===== src/rtl/frame_buf_pkg.sv =====
// Shared types and defaults for the ping-pong frame store.
// Each frame buffer walks EMPTY -> FILL -> READY -> SHOW -> EMPTY.
package frame_buf_pkg;

    typedef enum logic [1:0] {
        BUF_EMPTY = 2'd0,
        BUF_FILL  = 2'd1,
        BUF_READY = 2'd2,
        BUF_SHOW  = 2'd3
    } bufState_t;

    localparam int DEF_DATA_W = 8;
    localparam int DEF_DEPTH  = 64;

endpackage


===== src/rtl/frame_buf_ram.sv =====
// One frame buffer: single write port, registered single read port.
// The read register clears on reset so the data bus starts at zero.
module frame_buf_ram #(
    parameter int DATA_W = 8,
    parameter int DEPTH  = 64,
    parameter int ADDR_W = 6
) (
    input  logic              clk,
    input  logic              rst,
    input  logic              wrEn,
    input  logic [ADDR_W-1:0] wrAddr,
    input  logic [DATA_W-1:0] wrData,
    input  logic [ADDR_W-1:0] rdAddr,
    output logic [DATA_W-1:0] rdData
);

    logic [DATA_W-1:0] mem [DEPTH];

    always_ff @(posedge clk) begin
        if (wrEn) begin
            mem[wrAddr] <= wrData;
        end
    end

    always_ff @(posedge clk) begin
        if (rst) begin
            rdData <= '0;
        end else begin
            rdData <= mem[rdAddr];
        end
    end

endmodule


===== src/rtl/frame_buffer_ctrl.sv =====
// Ping-pong frame store feeding the frame output multiplexer.
// Define REPEAT_LAST_FRAME_EN to hold the last shown frame on underrun instead of blanking.
module frame_buffer_ctrl
    import frame_buf_pkg::*;
#(
    parameter int DATA_W = DEF_DATA_W,
    parameter int DEPTH  = DEF_DEPTH,
    parameter int ADDR_W = 6
) (
    input  logic              clk,
    input  logic              rst,
    input  logic              wr_valid,
    input  logic [DATA_W-1:0] wr_data,
    output logic              wr_ready,
    input  logic              frame_start,
    input  logic              rd_en,
    output logic [DATA_W-1:0] buf0_data,
    output logic [DATA_W-1:0] buf1_data,
    output logic              sel_buf0,
    output logic              sel_blank,
    output logic              sel_buf1,
    output logic              underrun
);

    localparam logic [ADDR_W-1:0] LAST_ADDR = ADDR_W'(DEPTH - 1);

    bufState_t         bufState    [2];
    bufState_t         bufStateNxt [2];
    logic              wrSel;
    logic              nxtSel;
    logic [ADDR_W-1:0] wrAddr;
    logic [ADDR_W-1:0] rdAddr;
    logic [ADDR_W-1:0] rdAddrNxt;
    logic [2:0]        selQ;
    logic [2:0]        selNxt;
    logic              wrAccept;
    logic              wrLast;
    logic              showNext;
    logic              freeShown;

    // A pixel moves only in a cycle where wr_valid and wr_ready are both high;
    // wr_ready depends on registered state only, never on wr_valid.
    assign wr_ready = (bufState[wrSel] == BUF_EMPTY) || (bufState[wrSel] == BUF_FILL);
    assign wrAccept = wr_valid && wr_ready;
    assign wrLast   = wrAccept && (wrAddr == LAST_ADDR);

    // Uses registered state, so a buffer finishing in this very cycle waits a frame.
    assign showNext = frame_start && (bufState[nxtSel] == BUF_READY);

`ifdef REPEAT_LAST_FRAME_EN
    assign freeShown = showNext;
`else
    assign freeShown = frame_start;
`endif

    always_comb begin
        for (int i = 0; i < 2; i++) begin
            bufStateNxt[i] = bufState[i];
            if (freeShown && bufState[i] == BUF_SHOW) begin
                bufStateNxt[i] = BUF_EMPTY;
            end
            if (showNext && nxtSel == 1'(i)) begin
                bufStateNxt[i] = BUF_SHOW;
            end
            if (wrAccept && wrSel == 1'(i)) begin
                bufStateNxt[i] = wrLast ? BUF_READY : BUF_FILL;
            end
        end
    end

    // Select order is {buf0, blank, buf1}; exactly one bit is ever set.
    always_comb begin
        selNxt = selQ;
        if (showNext) begin
            selNxt = nxtSel ? 3'b001 : 3'b100;
        end else if (freeShown) begin
            selNxt = 3'b010;
        end
    end

    always_comb begin
        rdAddrNxt = rdAddr;
        if (frame_start) begin
            rdAddrNxt = '0;
        end else if (rd_en && rdAddr != LAST_ADDR) begin
            rdAddrNxt = rdAddr + 1'b1;
        end
    end

    always_ff @(posedge clk) begin
        if (rst) begin
            bufState <= '{BUF_EMPTY, BUF_EMPTY};
            wrSel    <= 1'b0;
            nxtSel   <= 1'b0;
            wrAddr   <= '0;
            rdAddr   <= '0;
            selQ     <= 3'b010;
            underrun <= 1'b0;
        end else begin
            bufState <= bufStateNxt;
            if (wrAccept) begin
                wrAddr <= wrLast ? '0 : wrAddr + 1'b1;
            end
            if (wrLast) begin
                wrSel <= ~wrSel;
            end
            if (showNext) begin
                nxtSel <= ~nxtSel;
            end
            rdAddr   <= rdAddrNxt;
            selQ     <= selNxt;
            underrun <= frame_start && !showNext;
        end
    end

    assign sel_buf0  = selQ[2];
    assign sel_blank = selQ[1];
    assign sel_buf1  = selQ[0];

    // RAMs are addressed with the next read address so the data bus tracks rdAddr.
    frame_buf_ram #(.DATA_W(DATA_W), .DEPTH(DEPTH), .ADDR_W(ADDR_W)) ram0 (
        .clk    (clk),
        .rst    (rst),
        .wrEn   (wrAccept && !wrSel),
        .wrAddr (wrAddr),
        .wrData (wr_data),
        .rdAddr (rdAddrNxt),
        .rdData (buf0_data)
    );

    frame_buf_ram #(.DATA_W(DATA_W), .DEPTH(DEPTH), .ADDR_W(ADDR_W)) ram1 (
        .clk    (clk),
        .rst    (rst),
        .wrEn   (wrAccept && wrSel),
        .wrAddr (wrAddr),
        .wrData (wr_data),
        .rdAddr (rdAddrNxt),
        .rdData (buf1_data)
    );

endmodule

===== config.mk =====
export PLATFORM = sky130hd
export DESIGN_NAME = frame_buffer_ctrl
export DESIGN_NICKNAME = d
export VERILOG_FILES = /design/src/rtl/frame_buf_pkg.sv /design/src/rtl/frame_buf_ram.sv /design/src/rtl/frame_buffer_ctrl.sv
export SDC_FILE = /design/constraint.sdc
export NUM_CORES = 1
export LEC_CHECK = 0
export ABC_CLOCK_PERIOD_IN_PS = 3700
export CORE_MARGIN = 1
export CORE_UTILIZATION = 40
export CTS_CLUSTER_SIZE = 14
export DETAILED_ROUTE_END_ITERATION = 7
export GPL_TIMING_DRIVEN = 0
export PLACE_DENSITY = 0.64
export SLEW_MARGIN = 15
export SYNTH_ARGS = -nofsm -noshare
export SYNTH_HDL_FRONTEND = slang
export SYNTH_SLANG_ARGS = --single-unit

===== constraint.sdc =====
create_clock -name clk -period 3.7 [get_ports clk]
set_clock_uncertainty 0.2 [all_clocks]
set_input_delay 0.74 -clock clk [delete_from_list [all_inputs] [get_ports clk]]
set_output_delay 0.74 -clock clk [all_outputs]
set_load 0.005 [all_outputs]

==> results of run 1 <==
-- kinds of logic (layout without fill, tap and decap cells) --
logic type      after synthesis  count (layout)  share of synthesized area, %
simple gates               1362            1362                          14.0
mux                         142             142                          3.56
compound gates              326             326                          5.14
other cells                   0               3                             0
fa+ha+maj                     2               2                        0.0595
flops                      1062            1062                          74.9
buf+inv                     199             455                          2.22
xor+xnor                      4               4                        0.0833
-- metal layers --
| metal | vias up | part of all wire, % | GRT usage [%] |
|---|---|---|---|
| li1 | 11857 | - | - |
| met1 | 14042 | 37 | 34.1 |
| met2 | 2018 | 45 | 39.1 |
| met3 | 356 | 13 | 6.44 |
| met4 | 2 | 5.7 | 13.2 |
| met5 | - | 0.0064 | 0 |
-- layout by cell type, fill, tap and decap left out, drive strengths merged, types with 29 or more instances in the layout --
cell / Yosys / routed
nand3: 294 / 294
mux2i: 127 / 127
buf: 123 / 158
a21oi: 129 / 129
clkbuf: 73 / 207
nand2: 754 / 754
o22ai: 31 / 31
dfxtp: 38 / 38
nor2: 174 / 174
nor3: 29 / 29
nand4: 41 / 41
edfxtp: 1024 / 1024
clkinv: 0 / 47
-- state kept, by name, summed over array words and instances, names as in the netlist --
name,count
nxtSel,1
selQ,3
wrAddr,6
wrSel,1
ram0.mem,512
ram0.rdData,8
bufState,4
underrun,1
rdAddr,6
ram1.mem,512
ram1.rdData,8
-- power breakdown --
part | switching [mW] | total, mW | internal (mW) | leakage [nW]
Sequential | 0.0209 | 13.2 | 13.2 | 9.52
Clock | 4.63 | 10.5 | 5.87 | 1.64
Combinational | 1.60 | 2.22 | 0.619 | 5.05
-- per-stage QoR --
| stage | hold WS, ns | total power [mW] | setup TNS [ns] | cell area (sq um) |
|---|---|---|---|---|
| 2_1_floorplan | 0.253 | 14.4 | 0 | 42100 |
| 3_3_place_gp | 0.252 | 15.5 | -2631.96 | 44100 |
| 3_5_place_dp | 0.257 | 15.5 | -269.82 | 44400 |
| 4_1_cts | 0.193 | 25.8 | 0 | 48500 |
| 5_1_grt | 0.221 | 26.4 | -1.78 | 48800 |
| 6_report | 0.218 | 25.9 | -0.890 | 48800 |
-- critical path: stages --
cell	delay, ns
clkdlybuf4s50_1	0.58
nor3b_1	0.73
nand3_1	0.83
nor2_1	0.95
-- layout make-up --
class                   instances  area (sq um)
diodes                          3          7.51
plain buffers                 195          1210
well taps                    1380          1730
inverters                       3          11.3
multi-input cells            1836         10300
clock buffers                 136          2860
flip-flops and latches       1062         31500
clock inverters                61           487
repair buffers                 60           727
fillers                      9103         55100
-- timing repair --
item | 4_1_cts | 5_1_grt
hold endpoints to repair | 0 | 0
pin swaps | 17 | 17
endpoints found under the setup margin | 16 | 109
gates resized for setup | 181 | 76
buffers inserted | 11 | 4
-- path summary, 6_finish.rpt --
| path | to | slack, ns | startpoint | depth (start not counted) |
|---|---|---|---|---|
| setup / recovery | ram1.mem[30][4] | -0.04 | wr_valid | 4 |
| hold / removal | ram0.mem[33][2] | 0.22 | wr_data[2] | 1 |
| setup reg to reg | ram1.mem[30][4] | -0.03 | wrSel | 5 |
| hold reg to reg | selQ[1] | 0.27 | selQ[1] | 2 |
==> results.txt, run 1 <==
Outcome: complete, but fails checks
Failing checks: negative setup slack
Warnings from Yosys: 0
Hold_buf cts: 0
Max-Cap Viols: 0
Critical Path AT: 3.84 ns
Latest clock arrival within the worst-skew pair: 0.70 ns
CP Capture Type: register
CTS Buffer Depth: 3
Global-route wire length before repair: 194 mm
Register bit count reported by yosys: 1062
Main synth FF type: edfxtp_1
Starting Density: 40.5%
Root buf cell: clkbuf_16
Sequential share of the synthesized area: 74.9%
Crit-path max FO: 8
Most frequent cell after synthesis: edfxtp_1
Worst-case vdd ir drop: 0.376 mV
EDFF count, synth: 1024
Remaining Overflow, GRT: 0
Crit share post-route: 101%
Ratio of cells with drive above 1 in the final layout: 13.8%
H-tree levels: 3
DRC: 0
Nets: 3279
Synthesis-to-finish area growth: 16.0%
Clock Pin Slew Worst Setup and Hold Paths: 0.06 ns
Total CTS buffers: 106
WL/cell: 29.5 microns
Fmax: 267 MHz
Distinct cells, synth: 68
Largest net degree at the start of global routing: 109
Die area: 0.106 sq mm
Post-DRT Antenna Nets: 0
Setup ws final: -0.0399 ns
TritonRoute pass-1 iters: 7
Hold WC Path Type: input pin to register
Final GP Congestion: 1.00
Yosys top cell by area: edfxtp_1
Crit start category: input pin
Leakage: 16.2 nW
Post-synth top area share: 73.1%
TritonCTS Sinks: 1062
Min cycle time layout: 3.74 ns
Vias per Instance: 5.97
PortBufs: 33
# IOs: 34
FP Rows: 118
Gate Count Post-Synth: 3097
Fin util: 47.0%
Placed cells: 4522
Area contributors post-synth: edfxtp_1 73%, nand2_1 6.7%, nand3_1 3.5%
Die X: 326 microns
Synthesized net count: 3112
Syn avg cell area: 13.6 sq um
Routed Wire Length: 140 mm
Vias in the first global route: 26678
Crit path kind: input pin to register
Pre-CTS WS: -2.01 ns
Clock tree from TritonCTS: built
Worst endpoint required time: 3.80 ns
Synth Cell Area: 0.0421 sq mm
Post-synth ARST share: 0%
Final Setup Violations: 35
Fin. Hold Viols: 0
Core Region: 0.104 sq mm
Slew margin rel.: 16.6%
Die Y-Extent: 326 microns
RSZ-0062 raised after global routing: true
DRT iter0 DRCs: 4690
Slew @ Worst Pin: 1.25 ns
Initial antenna violation count: 4
Layout Cells excl Fill: 4736
Max-slew violations: 0
Top post-synthesis cells by count: 1024 x edfxtp_1, 754 x nand2_1, 293 x nand3_1
Vias: 28275
Power Density: 532 mW/mm^2
Global Route Usage Sum: 25.7%
Hpwl dp: 93.6 mm
Power figures use the tool's default switching activity.
==> run 2, diff against run 1 <==
CORE_ASPECT_RATIO = 0.8   (was not set)
CTS_CLUSTER_SIZE = not set   (was 14)
==> run 2 against run 1 <==
Against the previous run: the flow still finishes with violations (negative setup slack); register-to-register slack worse by 0.04 ns; maximum frequency is 0.74% lower; clock-buffer cell count decreased by 8; sequential power hardly changed; global-route usage is 0.61 points higher; sequential cell count stayed put; combinational power rose by 5%; clock power about the same; non-clock buffer count increased by 6; cell count rose by 0.34%; power grew 1.4%; critical path type is now register to register; critical endpoint is now ram1.mem[54][7]; largest cell class unchanged.
==> results.txt, run 2 (synthesis gave the netlist of run 1 again) <==
Outcome: complete, but fails checks (unchanged)
Failing checks: negative setup slack (unchanged)
Min cycle time layout: 3.77 ns (was 3.74 ns)
Worst R2R Setup Slack: -0.07 ns (was -0.03 ns)
Vias in the first global route: 26433 (was 26678)
Initial antenna violation count: 4 (unchanged)
Crit-path max FO: 8 (unchanged)
# diodes: 0 (was 3)
Placed cells: 4550 (was 4522)
Worst endpoint required time: 3.79 ns (was 3.80 ns)
Hold path depth: 1 (unchanged)
Total CTS buffers: 101 (was 106)
Global Route Usage Sum: 26.3% (was 25.7%)
Core Region: 0.104 sq mm (about the same)
DRC: 0 (unchanged)
Slew @ Worst Pin: 1.16 ns (was 1.25 ns)
DRT iter0 DRCs: 4753 (was 4690)
WL/cell: 29.8 microns (was 29.5 microns)
Worst-case vdd ir drop: 0.428 mV (was 0.376 mV)
TritonCTS Sinks: 1062 (unchanged)
Starting Density: 40.3% (was 40.5%)
Nets: 3280 (was 3279)
Setup ws final: -0.0677 ns (was -0.0399 ns)
Hold_buf cts: 0 (unchanged)
Reg-to-Reg End: ram1.mem[54][7] (was ram1.mem[30][4])
Global-route wire length before repair: 197 mm (was 194 mm)
Worst Hold Path EP: ram0.mem[50][2] (was ram0.mem[33][2])
Max-Cap Viols: 0 (unchanged)
Clock Pin Slew Worst Setup and Hold Paths: 0.06 ns (about the same)
Sum of negative setup slack: -0.890 ns (about the same)
Biggest regs: ram0.mem: 512 flops, ram1.mem: 512 flops (unchanged)
RSZ-0062 raised after global routing: true (unchanged)
Routed Wire Length: 142 mm (was 140 mm)
Final Setup Violations: 24 (was 35)
H-tree levels: 3 (unchanged)
CP Launch Point: wrSel (was wr_valid)
Clock tree from TritonCTS: built (unchanged)
Most common cell after layout, fill and taps aside: edfxtp_1 (unchanged)
# IOs: 34 (unchanged)
Die Y-Extent: 292 microns (was 326 microns)
TritonRoute pass-1 iters: 6 (was 7)
Root buf cell: clkbuf_16 (unchanged)
Final GP Congestion: 1.00 (about the same)
Fmax: 265 MHz (was 267 MHz)
Remaining Overflow, GRT: 0 (unchanged)
Critical R2R Launch: wrSel (unchanged)
Slew margin rel.: 22.1% (was 16.6%)
Vias per Instance: 6.00 (was 5.97)
Most frequent cells in the layout: 1024 x edfxtp_1, 751 x nand2_1, 292 x nand3_1 (was 1024 x edfxtp_1, 752 x nand2_1, 292 x nand3_1)
Max-slew violations: 0 (unchanged)
FP Rows: 106 (was 118)
Vias: 28525 (was 28275)
Hpwl dp: 94.8 mm (was 93.6 mm)
Leakage: 16.4 nW (was 16.2 nW)
Hold Startpoint: wr_data[2] (unchanged)
Die X: 365 microns (was 326 microns)
Ratio of cells with drive above 1 in the final layout: 15.7% (was 13.8%)
CP Capture Type: register (unchanged)
PortBufs: 33 (unchanged)
Crit share post-route: 102% (was 101%)
CTS Buffer Depth: 3 (unchanged)
Synthesis-to-finish area growth: 17.4% (was 16.0%)
R2R depth: 5 (unchanged)
Crit start category: register (was input pin)
Crit path kind: register to register (was input pin to register)
Critical Path AT: 3.85 ns (was 3.84 ns)
Layout Cells excl Fill: 4752 (was 4736)
Latest clock arrival within the worst-skew pair: 0.69 ns (was 0.70 ns)
Hold WC Path Type: input pin to register (unchanged)
Fin util: 47.3% (was 47.0%)
Largest net degree at the start of global routing: 116 (was 109)
Fin. Hold Viols: 0 (unchanged)
Die area: 0.106 sq mm (about the same)
Post-DRT Antenna Nets: 0 (unchanged)
Power Density: 533 mW/mm^2 (was 532 mW/mm^2)
run 2: critical path, cell delays in order, from the launching register on:
cell and delay [ns]:
dfxtp_1 0.31, clkbuf_1 0.24, inv_1 0.10, nor3b_1 0.72, nand3_1 0.72, nor2_1 1.08
run 2: layer usage:
metal  track usage (%)  part of all wire (%)  up-vias
li1                  -                     -    11856
met1              37.7                    39    14225
met2              36.7                    42     2150
met3              9.27                    15      290
met4              9.24                   3.5        4
met5                 0                 0.054        -
run 2: worst max-delay path by stage:
stage | endpoint | slack, ns | cells after the start
6_report | ram1.mem[54][7] | -0.07 | 5
5_1_grt | ram1.mem[38][4] | -0.19 | 5
4_1_cts | ram1.rdData[2] | -0.02 | 13
3_5_place_dp | ram1.rdData[2] | -1.84 | 12
3_3_place_gp | ram0.rdData[5] | -2.89 | 10
2_1_floorplan | ram1.rdData[6] | 0.66 | 10
run 2: metrics by stage:
step                power (mW)  setup slack (ns)  hold WS (ns)  area, sq um
floorplan                 14.4             0.663         0.253        42100
global placement          15.5             -2.89         0.253        44200
detailed placement        15.5             -1.84         0.255        44500
CTS                       26.1           -0.0243         0.160        48700
global route              26.8            -0.193         0.183        49400
finish                    26.3           -0.0677         0.178        49400
run 2: final cells by class:
class	count	area (sq um)
Clock buffer	128	2750
Inverter	3	11.3
Multi-Input combinational cell	1836	10500
Tap cell	1404	1760
Buffer	196	1450
Fill cell	9065	55000
Timing Repair Buffer	65	788
Sequential cell	1062	31500
Clock inverter	58	633
run 2: what timing repair did:
| item | 4_1_cts | 5_1_grt |
|---|---|---|
| setup endpoints to repair | 16 | 192 |
| buffers inserted | 12 | 4 |
| resized for setup | 231 | 181 |
| gates cloned | 0 | 0 |
| pin swaps | 22 | 24 |
run 2: power breakdown:
part           internal [mW]  total, mW  leakage (nW)  switching (mW)
Sequential              13.2       13.2          9.52          0.0187
Combinational          0.683       2.34          5.21            1.66
Clock                   6.17       10.7          1.65            4.57
Total                   20.1       26.3          16.4            6.25
